==> config.mk <==
export PLATFORM = sky130hd
export DESIGN_NAME = spi_slave_responder
export DESIGN_NICKNAME = d
export VERILOG_FILES = /design/src/rtl/spi_slave_responder.sv
export SDC_FILE = /design/constraint.sdc
export NUM_CORES = 1
export LEC_CHECK = 0
export BUFFER_PORTS_ARGS = -buffer_cell sky130_fd_sc_hd__buf_2
export CORE_MARGIN = 10
export CORE_UTILIZATION = 56
export CTS_CLUSTER_SIZE = 8
export DETAILED_ROUTE_END_ITERATION = 10
export GPL_TIMING_DRIVEN = 0
export PLACE_DENSITY_LB_ADDON = 0.08
export SLEW_MARGIN = 20
export SYNTH_ARGS = -nofsm -noshare
export SYNTH_HDL_FRONTEND = slang
export SYNTH_SLANG_ARGS = --single-unit
==> constraint.sdc <==
create_clock -name clk -period 2.9 [get_ports clk]
set_input_delay 0.725 -clock clk [delete_from_list [all_inputs] [get_ports clk]]
set_output_delay 0.725 -clock clk [all_outputs]
set_load 0.005 [all_outputs]
==> src/rtl/spi_slave_responder.sv <==
// SPI mode-0 slave: synchronized pin sampling, RX word assembly, TX shift-out.
// Optional feature macro: SPI_RESP_LOOPBACK_EN (echo last received word on MISO).
module spi_slave_responder #(
    parameter int unsigned         WORD_W       = 65,
    parameter logic [WORD_W-1:0]   IDLE_PATTERN = {WORD_W{1'b1}}
) (
    input  logic              clk,
    input  logic              reset,
    input  logic              SCLK,
    input  logic              SCS,
    input  logic              MOSI,
    output logic              MISO,
    input  logic              pndgn,
    input  logic [WORD_W-1:0] D_pop,
    output logic              pop,
    output logic [WORD_W-1:0] D_push,
    output logic              push,
    output logic              frame_abort,
    output logic              underrun
);

    localparam int unsigned     CW   = $clog2(WORD_W);
    localparam logic [CW-1:0]   LAST = CW'(WORD_W - 1);

    typedef enum logic {
        IDLE,
        SHIFT
    } state_t;

    state_t              state_q;
    logic [CW-1:0]       bit_cnt_q;
    logic [WORD_W-1:0]   tx_sr_q;
    logic [WORD_W-2:0]   rx_sr_q;
    logic [2:0]          sclk_q;
    logic [2:0]          scs_q;
    logic [1:0]          mosi_q;

    logic                rise_e;
    logic                fall_e;
    logic                cs_fall_e;
    logic                cs_rise_e;
    logic                complete;
    logic                load;
    logic [WORD_W-1:0]   word;
    logic [WORD_W-1:0]   load_word;

    // Pin synchronizers; the third stage on SCLK/SCS feeds the edge detects.
    always_ff @(posedge clk or negedge reset) begin
        if (!reset) begin
            sclk_q <= 3'b000;
            scs_q  <= 3'b111;
            mosi_q <= 2'b00;
        end else begin
            sclk_q <= {sclk_q[1:0], SCLK};
            scs_q  <= {scs_q[1:0], SCS};
            mosi_q <= {mosi_q[0], MOSI};
        end
    end

    assign rise_e    = sclk_q[1] & ~sclk_q[2];
    assign fall_e    = ~sclk_q[1] & sclk_q[2];
    assign cs_fall_e = ~scs_q[1] & scs_q[2];
    assign cs_rise_e = scs_q[1] & ~scs_q[2];

    assign word     = {rx_sr_q, mosi_q[1]};
    assign complete = (state_q == SHIFT) && rise_e && (bit_cnt_q == LAST);
    assign load     = ((state_q == IDLE) && cs_fall_e)
                    || (complete && !cs_rise_e);

    assign push   = complete;
    assign D_push = complete ? word : '0;
    assign MISO   = (state_q == SHIFT) ? tx_sr_q[WORD_W-1] : 1'b0;

    // A partial word is one whose sampled bit count is nonzero after this cycle.
    assign frame_abort = (state_q == SHIFT) && cs_rise_e
                       && (rise_e ? !complete : (bit_cnt_q != '0));

`ifdef SPI_RESP_LOOPBACK_EN
    logic [WORD_W-1:0] echo_q;
    logic              unused_fifo;

    assign unused_fifo = ^{pndgn, D_pop};
    assign pop         = 1'b0;
    assign underrun    = 1'b0;
    // A word completing this cycle is echoed immediately on the next word.
    assign load_word   = complete ? word : echo_q;

    // Echo register holds the most recently pushed word across frames.
    always_ff @(posedge clk or negedge reset) begin
        if (!reset) begin
            echo_q <= IDLE_PATTERN;
        end else if (complete) begin
            echo_q <= word;
        end
    end
`else
    assign pop       = load & pndgn;
    assign underrun  = load & ~pndgn;
    assign load_word = pndgn ? D_pop : IDLE_PATTERN;
`endif

    // Frame FSM: word loads, RX sampling on rise, TX shifting on fall.
    always_ff @(posedge clk or negedge reset) begin
        if (!reset) begin
            state_q   <= IDLE;
            bit_cnt_q <= '0;
            tx_sr_q   <= '0;
            rx_sr_q   <= '0;
        end else begin
            if (load) begin
                tx_sr_q <= load_word;
            end
            unique case (state_q)
                IDLE: begin
                    bit_cnt_q <= '0;
                    if (cs_fall_e) begin
                        state_q <= SHIFT;
                    end
                end
                SHIFT: begin
                    if (rise_e) begin
                        rx_sr_q   <= word[WORD_W-2:0];
                        bit_cnt_q <= complete ? '0 : bit_cnt_q + CW'(1);
                    end else if (fall_e && (bit_cnt_q != '0)) begin
                        tx_sr_q <= tx_sr_q << 1;
                    end
                    if (cs_rise_e) begin
                        state_q   <= IDLE;
                        bit_cnt_q <= '0;
                    end
                end
                default: begin
                    state_q <= IDLE;
                end
            endcase
        end
    end

endmodule

==> results.cfg, run 1 <==
[run_status]
status = finished, violations left
violations = negative setup slack

[sta]
setup_tns_ps = -8250
setup_violations = 58
rsz0062_at_grt = true
period_share = 1.06
fin_ws_ps = -173
relSlewSlack = 0.434
maxSlewViolCount = 0
timing.fmax_ghz = 0.325
hold_viol_final = 0
worst_pin_slew_ps = 844
period_minus_slack_ps = 3070
skew_ps = 6.00

[setup_path]
reg2reg_from = bit_cnt_q[1]
path_max_fanout = 7
critPathMaxStageDelay_ps = 480
crit_slowest_cell = or4b_4
r2r.worst_path.cells = 9
crit_type = flop to output port
r2r_end = tx_sr_q[53]
cp_data_required_time_ps = 2170
crit_arrival_ps = 2350
ff2ff_setup_slack_ps = 430
critPathLaunchType = flop
crit_chain = inv_1 > ha_2 > or4b_4 > nor3_4 > buf_6 > clkbuf_16 > and2_4 > buf_6
crit_path_end_kind = output port
cp_common_cell = buf_6

[synth]
synth_ff_type = dfrtp_1
syn_inst = 719
synthDistinctLibCells = 39
seq_area_frac_synth = 0.496
synth.avg_cell_area_um2 = 10.2
synth_nets = 792
synth.cell_area_um2 = 7330
synth_edf_count = 0
async_flop_share = 1.00
ys_ff_latch = 145
yosys_warnings = 0

[global_route]
grt_pass1_vias = 5925
antenna_found_initial = 2
grt_use_total = 0.196
overflow = 0
grt_pass1_wl_um = 29200
grt_max_degree = 83

[clocking]
hold_buffers = 0
clock_path_buffers = 2
cts.sinks = 145
insertion_delay_ps = 420
tritoncts = built
clk_pin_slew_ps = 60
root_buffer = clkbuf_16
cts_max_level = 4
cts_buffers = 17

[layout]
drive_above_1_share = 0.412
final_cell_count_no_fill = 1079
fillCellCount = 914
multi_input_area_um2 = 3500
area_growth_syn_to_layout_pct = 29.4
seqCellArea_um2 = 3630
stdcell_area_um2 = 9480
layout.nets = 966

[drt]
drc = 0
antenna_left = 0
wl_per_cell_um = 16.8
totalWireLength_um = 18100
drt_iter0_drc = 373
dr.pass1.iters = 5
vias = 5881
via_per_inst = 5.45

[placed_design]
gp_congestion = 0.837
placed_area_um2 = 8270
dp_hpwl_um = 12100
port-buffer-count = 139
place_ws_ps = -520
dp_cells = 1031

[die]
pin_count = 141
start_util = 0.576
die_y_um = 134
die_area_um2 = 18100
die_x_um = 134
core-area_um2 = 12700
rows = 41

[power]
pwr_density_cell_nw_per_um2 = 553
power_leakage_nw = 4.17
irDropWorstVdd_uv = 438

[job]
maxCapViolations = 0

[min_path]
min-delay-path-class = primary input to async pin
## power breakdown
group / switching, mW / total (mW) / internal [mW]
clock network: 0.849 / 2.19 / 1.34
registers: 0.167 / 2.45 / 2.28
logic: 0.291 / 0.599 / 0.308
## routing by layer
| metal | GRT usage | share of wire |
|---|---|---|
| met3 | 0.0769 | 0.075 |
| met1 | 0.239 | 0.42 |
| met4 | 0.0647 | 0.017 |
| met5 | 0 | 0 |
| met2 | 0.310 | 0.48 |
## registers in the layout, summed over array words and instances (netlist names)
| signal | cells |
|---|---|
| tx_sr_q | 65 |
| rx_sr_q | 64 |
| bit_cnt_q | 7 |
| sclk_q | 3 |
| scs_q | 3 |
| mosi_q | 2 |
| state_q | 1 |
## layout by cell type (no fill, tap or decap), drive strengths merged, types with 2 or more instances in the layout
master,count
clkbuf,61
dfstp,3
or2,3
a31oi,2
a21oi,67
nor2b,3
dfrtp,142
inv,5
or3,2
nor4,65
nor3,67
nand2b,68
and2,66
diode,2
nand3,2
ha,2
xnor2,3
clkinvlp,4
mux2,64
xor2,2
buf,174
nand2,9
bufinv,3
nor2,70
clkinv,6
## synthesized netlist by cell type (2+ instances only)
cell / number / share of area
buf_2: 2 / 0.0014
buf_4: 4 / 0.0041
a21oi_2: 49 / 0.059
nand2b_1: 68 / 0.058
buf_1: 6 / 0.0031
or2_2: 3 / 0.0026
clkbuf_1: 45 / 0.023
or3_1: 2 / 0.0017
mux2_2: 64 / 0.098
nor4_1: 64 / 0.055
inv_1: 4 / 0.0020
nor3_1: 66 / 0.045
and2_1: 66 / 0.056
a31oi_1: 2 / 0.0017
a21oi_1: 18 / 0.012
ha_1: 2 / 0.0034
nand3_1: 2 / 0.0014
buf_6: 6 / 0.0092
nor2b_1: 3 / 0.0026
xnor2_1: 3 / 0.0036
xor2_1: 2 / 0.0024
nor2_1: 70 / 0.036
nand2_1: 9 / 0.0046
dfrtp_1: 142 / 0.49
dfstp_2: 3 / 0.011
## logic make-up (layout without fill, tap and decap cells)
group,after synthesis,after routing,share of synthesized area
buffers and inverters,67,253,0.0429
adders and majority gates,2,2,0.00342
AOI/OAI and AO/OA,74,74,0.0787
other,0,2,0
DFF,145,145,0.496
xor gates and xnor gates,5,5,0.00598
muxes,64,64,0.0984
and+or+nand+nor,362,362,0.275
## layout make-up
type,instances,area share
inverter,4,0.00158
antenna,2,0.000528
clock inverter,14,0.0176
tap,172,0.0227
multi-input combinational,507,0.369
clock buffer,17,0.0449
sequential,145,0.383
buffer,61,0.0382
timing repair buffer,157,0.122
## metrics by stage
stage / hold slack (ps) / power [mW] / utilization
6_report: 238 / 5.24 / 0.745
3_5_place_dp: 342 / 3.05 / 0.650
2_1_floorplan: 331 / 2.84 / -
5_1_grt: 265 / 5.47 / 0.745
3_3_place_gp: 333 / 3.01 / 0.647
4_1_cts: 255 / 5.26 / 0.726
## critical path: cells and delay by family (launching register included)
| kind | cells | cell delay [ps] |
|---|---|---|
| and+or+nand+nor | 3 | 840 |
| buffers and inverters | 4 | 530 |
| DFF | 1 | 370 |
| adders and majority gates | 1 | 180 |
## worst max path at each step
stage | start | end | cells after the start | slack (ps)
6_report | bit_cnt_q[1] | D_push[28] | 8 | -170
5_1_grt | bit_cnt_q[1] | D_push[41] | 8 | -260
4_1_cts | bit_cnt_q[1] | D_push[64] | 8 | -140
3_5_place_dp | bit_cnt_q[0] | D_push[35] | 8 | -520
3_3_place_gp | reset | rx_sr_q[20] | 1 | -890
2_1_floorplan | bit_cnt_q[0] | D_push[35] | 7 | 220
## timing repair
item	in CTS	in global routing
gates resized for setup	66	44
pin swaps	23	0
setup buffers	10	3
endpoints found under the setup margin	68	69
cloned	3	2
hold endpoints to repair	0	0
(Power assumes the default switching activity.)
==> run 2, diff against run 1 <==
--- a/config.mk
+++ b/config.mk
@@ -7,2 +7,3 @@
 export LEC_CHECK = 0
+export ABC_AREA = 1
 export BUFFER_PORTS_ARGS = -buffer_cell sky130_fd_sc_hd__buf_2
--- a/constraint.sdc
+++ b/constraint.sdc
@@ -3,2 +3,2 @@
 set_output_delay 0.725 -clock clk [all_outputs]
-set_load 0.005 [all_outputs]
+set_load 0.02 [all_outputs]
==> run 2 against run 1 <==
- the flow now finishes without violations
- design area is 6.7% lower
- critical path depth increased by 1
- synthesized area fell by 1.7%
- count of clock-buffer cells in the layout rose by 3
- die area down 1.5%
- total power up 8.7%
- global-route usage increased by 0.82 points
- sequential share of layout area rose by 2.7 points
- sequential cell count unchanged
- routed wire length fell by 0.75%
- clock skew about the same
- clock power increased by 2%
- critical path type unchanged
- largest cell class unchanged
- highest routed layer unchanged
==> results.cfg, run 2 <==
[sta]
timing.fmax_ghz = 0.361
worst_pin_slew_ps = 522
skew_ps = 6.44
setup_violations = 0
rsz0062_at_grt = false
period_share = 0.956
setup_tns_ps = 0
hold_viol_final = 0
relSlewSlack = 0.652
maxSlewViolCount = 0
period_minus_slack_ps = 2770

[setup_path]
cp_data_required_time_ps = 2170
critPathLaunchType = flop
crit_chain = inv_1 > ha_1 > nand2_1 > nor2_2 > nand2_2 > buf_6 > buf_4 > nor2_2 > buf_4
path_max_fanout = 10
r2r.worst_path.cells = 9
crit_type = flop to output port
crit_slowest_cell = dfrtp_1
critPathMaxStageDelay_ps = 400
crit_arrival_ps = 2050
crit_path_end_kind = output port

[die]
core-area_um2 = 12600
pin_count = 141
start_util = 0.570
rows = 41
die_x_um = 133
die_area_um2 = 17800
die_y_um = 133

[synth]
synth_top_area_frac = 0.494
yosysTopAreaCell = dfrtp_1
seq_area_frac_synth = 0.505
synth_area_leaders = dfrtp_1 49%, nand2_1 14%, nand3_1 9.3%
yosys_warnings = 0
ys_top_cells_by_count = 278 x nand2_1, 145 x inv_1, 142 x dfrtp_1
synth.cell_area_um2 = 7200
yosysMostFrequentCell = nand2_1
synth_nets = 1064
synth.avg_cell_area_um2 = 7.26
ys_ff_latch = 145
syn_inst = 991
synth_edf_count = 0
async_flop_share = 1.00
synth_ff_type = dfrtp_1
synthDistinctLibCells = 24

[clocking]
cts_max_level = 4
root_buffer = clkbuf_16
cts_buffers = 17
insertion_delay_ps = 420
clock_path_buffers = 2
hold_buffers = 0
tritoncts = built
cts.sinks = 145
clk_pin_slew_ps = 60

[global_route]
grt_max_degree = 82
grt_pass1_wl_um = 30100
grt_use_total = 0.204
antenna_found_initial = 1
overflow = 0
grt_pass1_vias = 6397

[job]
maxCapViolations = 0

[power]
combPwrFrac = 0.161
p_sw_frac = 0.277
pwr_density_cell_nw_per_um2 = 644
irDropWorstVdd_uv = 419
p_sw_mw = 1.58
intPower_mw = 4.12
power_leakage_nw = 4.58
pwr-share-seq = 0.447
fin_total_pwr_mw = 5.69
clkPwrFrac = 0.392

[min_path]
min-delay-path-class = primary input to async pin

[drt]
drc = 0
wl_per_cell_um = 13.4
drt_iter0_drc = 452
via_per_inst = 4.89
antenna_left = 0
totalWireLength_um = 18000
dr.pass1.iters = 4
vias = 6544

[layout]
mostFrequentLayoutCells = 277 x nand2_1, 145 x inv_1, 144 x buf_2
finish.utilization = 0.701
area_growth_syn_to_layout_pct = 22.9
reg.largest.list = tx_sr_q: 65 flops, rx_sr_q: 64 flops, bit_cnt_q: 7 flops
fillCellCount = 1082
largest_reg_flops = 65
drive_above_1_share = 0.194
layout.nets = 1225
final_common_cell = nand2_1
top_register = tx_sr_q

[placed_design]
port-buffer-count = 140
gp_congestion = 0.828
dp_hpwl_um = 12400

[run_status]
status = finished, final reports clean
-- run 2: changes by cell type after synthesis, moves of 49 or more --
cell      before  now
mux2_2        64    0
nor4_1        64    0
and2_1        66    1
o21ai_0        1   67
nor2_1        70  140
nand2b_1      68    0
nor3_1        66    2
nand3_1        2  134
inv_1          4  145
a21oi_2       49    0
nand2_1        9  278
-- run 2: per-layer routing --
layer,global-route usage,vias up,routed length (um)
li1,-,3351,-
met1,0.268,3023,8340
met2,0.319,152,8380
met3,0.0609,18,1030
met4,0.0593,0,201
met5,0,-,0
-- run 2: logic make-up after synthesis --
| kind of cell | share of synthesized area |
|---|---|
| buffers and inverters | 0.119 |
| DFF | 0.505 |
| AOI/OAI and AO/OA | 0.0516 |
| adders and majority gates | 0.00348 |
| and+or+nand+nor | 0.320 |
| muxes | 0.00139 |
-- run 2: through the flow --
step	hold slack (ps)	setup WS, ps	std cells	instance area, um2
2_1_floorplan	331	677	991	7200
5_1_grt	259	3.45	1338	8840
3_3_place_gp	333	-1010	1303	8110
4_1_cts	249	12.5	1336	8760
6_report	228	126	1338	8840
3_5_place_dp	335	391	1304	8150
-- run 2: power by group through the flow --
stage | Clock (mW) | Sequential (mW) | Combinational (mW)
CTS | 2.27 | 2.54 | 0.923
global route | 2.36 | 2.58 | 1.09
detailed placement | 0 | 2.56 | 0.914
floorplan | 0 | 2.52 | 0.681
global placement | 0 | 2.56 | 0.880
finish | 2.24 | 2.54 | 0.916
-- run 2: path summary, 6_finish.rpt --
path / startpoint / end / slack [ps]
worst max-delay path: bit_cnt_q[0] / D_push[56] / 130
worst min-delay path: reset / rx_sr_q[19] / 230
worst max register to register: scs_q[1] / tx_sr_q[21] / 1030
worst min register to register: mosi_q[0] / mosi_q[1] / 350
max in group asynchronous: reset / tx_sr_q[55] / 1910
min in group clk: mosi_q[0] / mosi_q[1] / 350
-- run 2: critical path, delay by kind of cell, from the launching register on --
family                   cells  cell delay (ps)
buffers and inverters        4              590
AND/OR/NAND/NOR              4              490
flip-flops                   1              400
adder cells (fa/ha/maj)      1              140
-- run 2: final cells by class --
type | count | area (um2) | area share
diodes | 1 | 2.50 | 0.000283
plain buffers | 61 | 318 | 0.0359
clock buffers | 20 | 447 | 0.0505
clock inverters | 12 | 159 | 0.0180
inverters | 147 | 552 | 0.0624
multi-input cells | 638 | 2740 | 0.310
flip-flops and latches | 145 | 3630 | 0.411
well taps | 172 | 215 | 0.0243
repair buffers | 142 | 778 | 0.0880
-- run 2: timing repair --
item / 4_1_cts / 5_1_grt
endpoints found under the setup margin: 8 / 28
setup buffers: 0 / 1
pin swaps: 0 / 1
gates resized for setup: 2 / 32
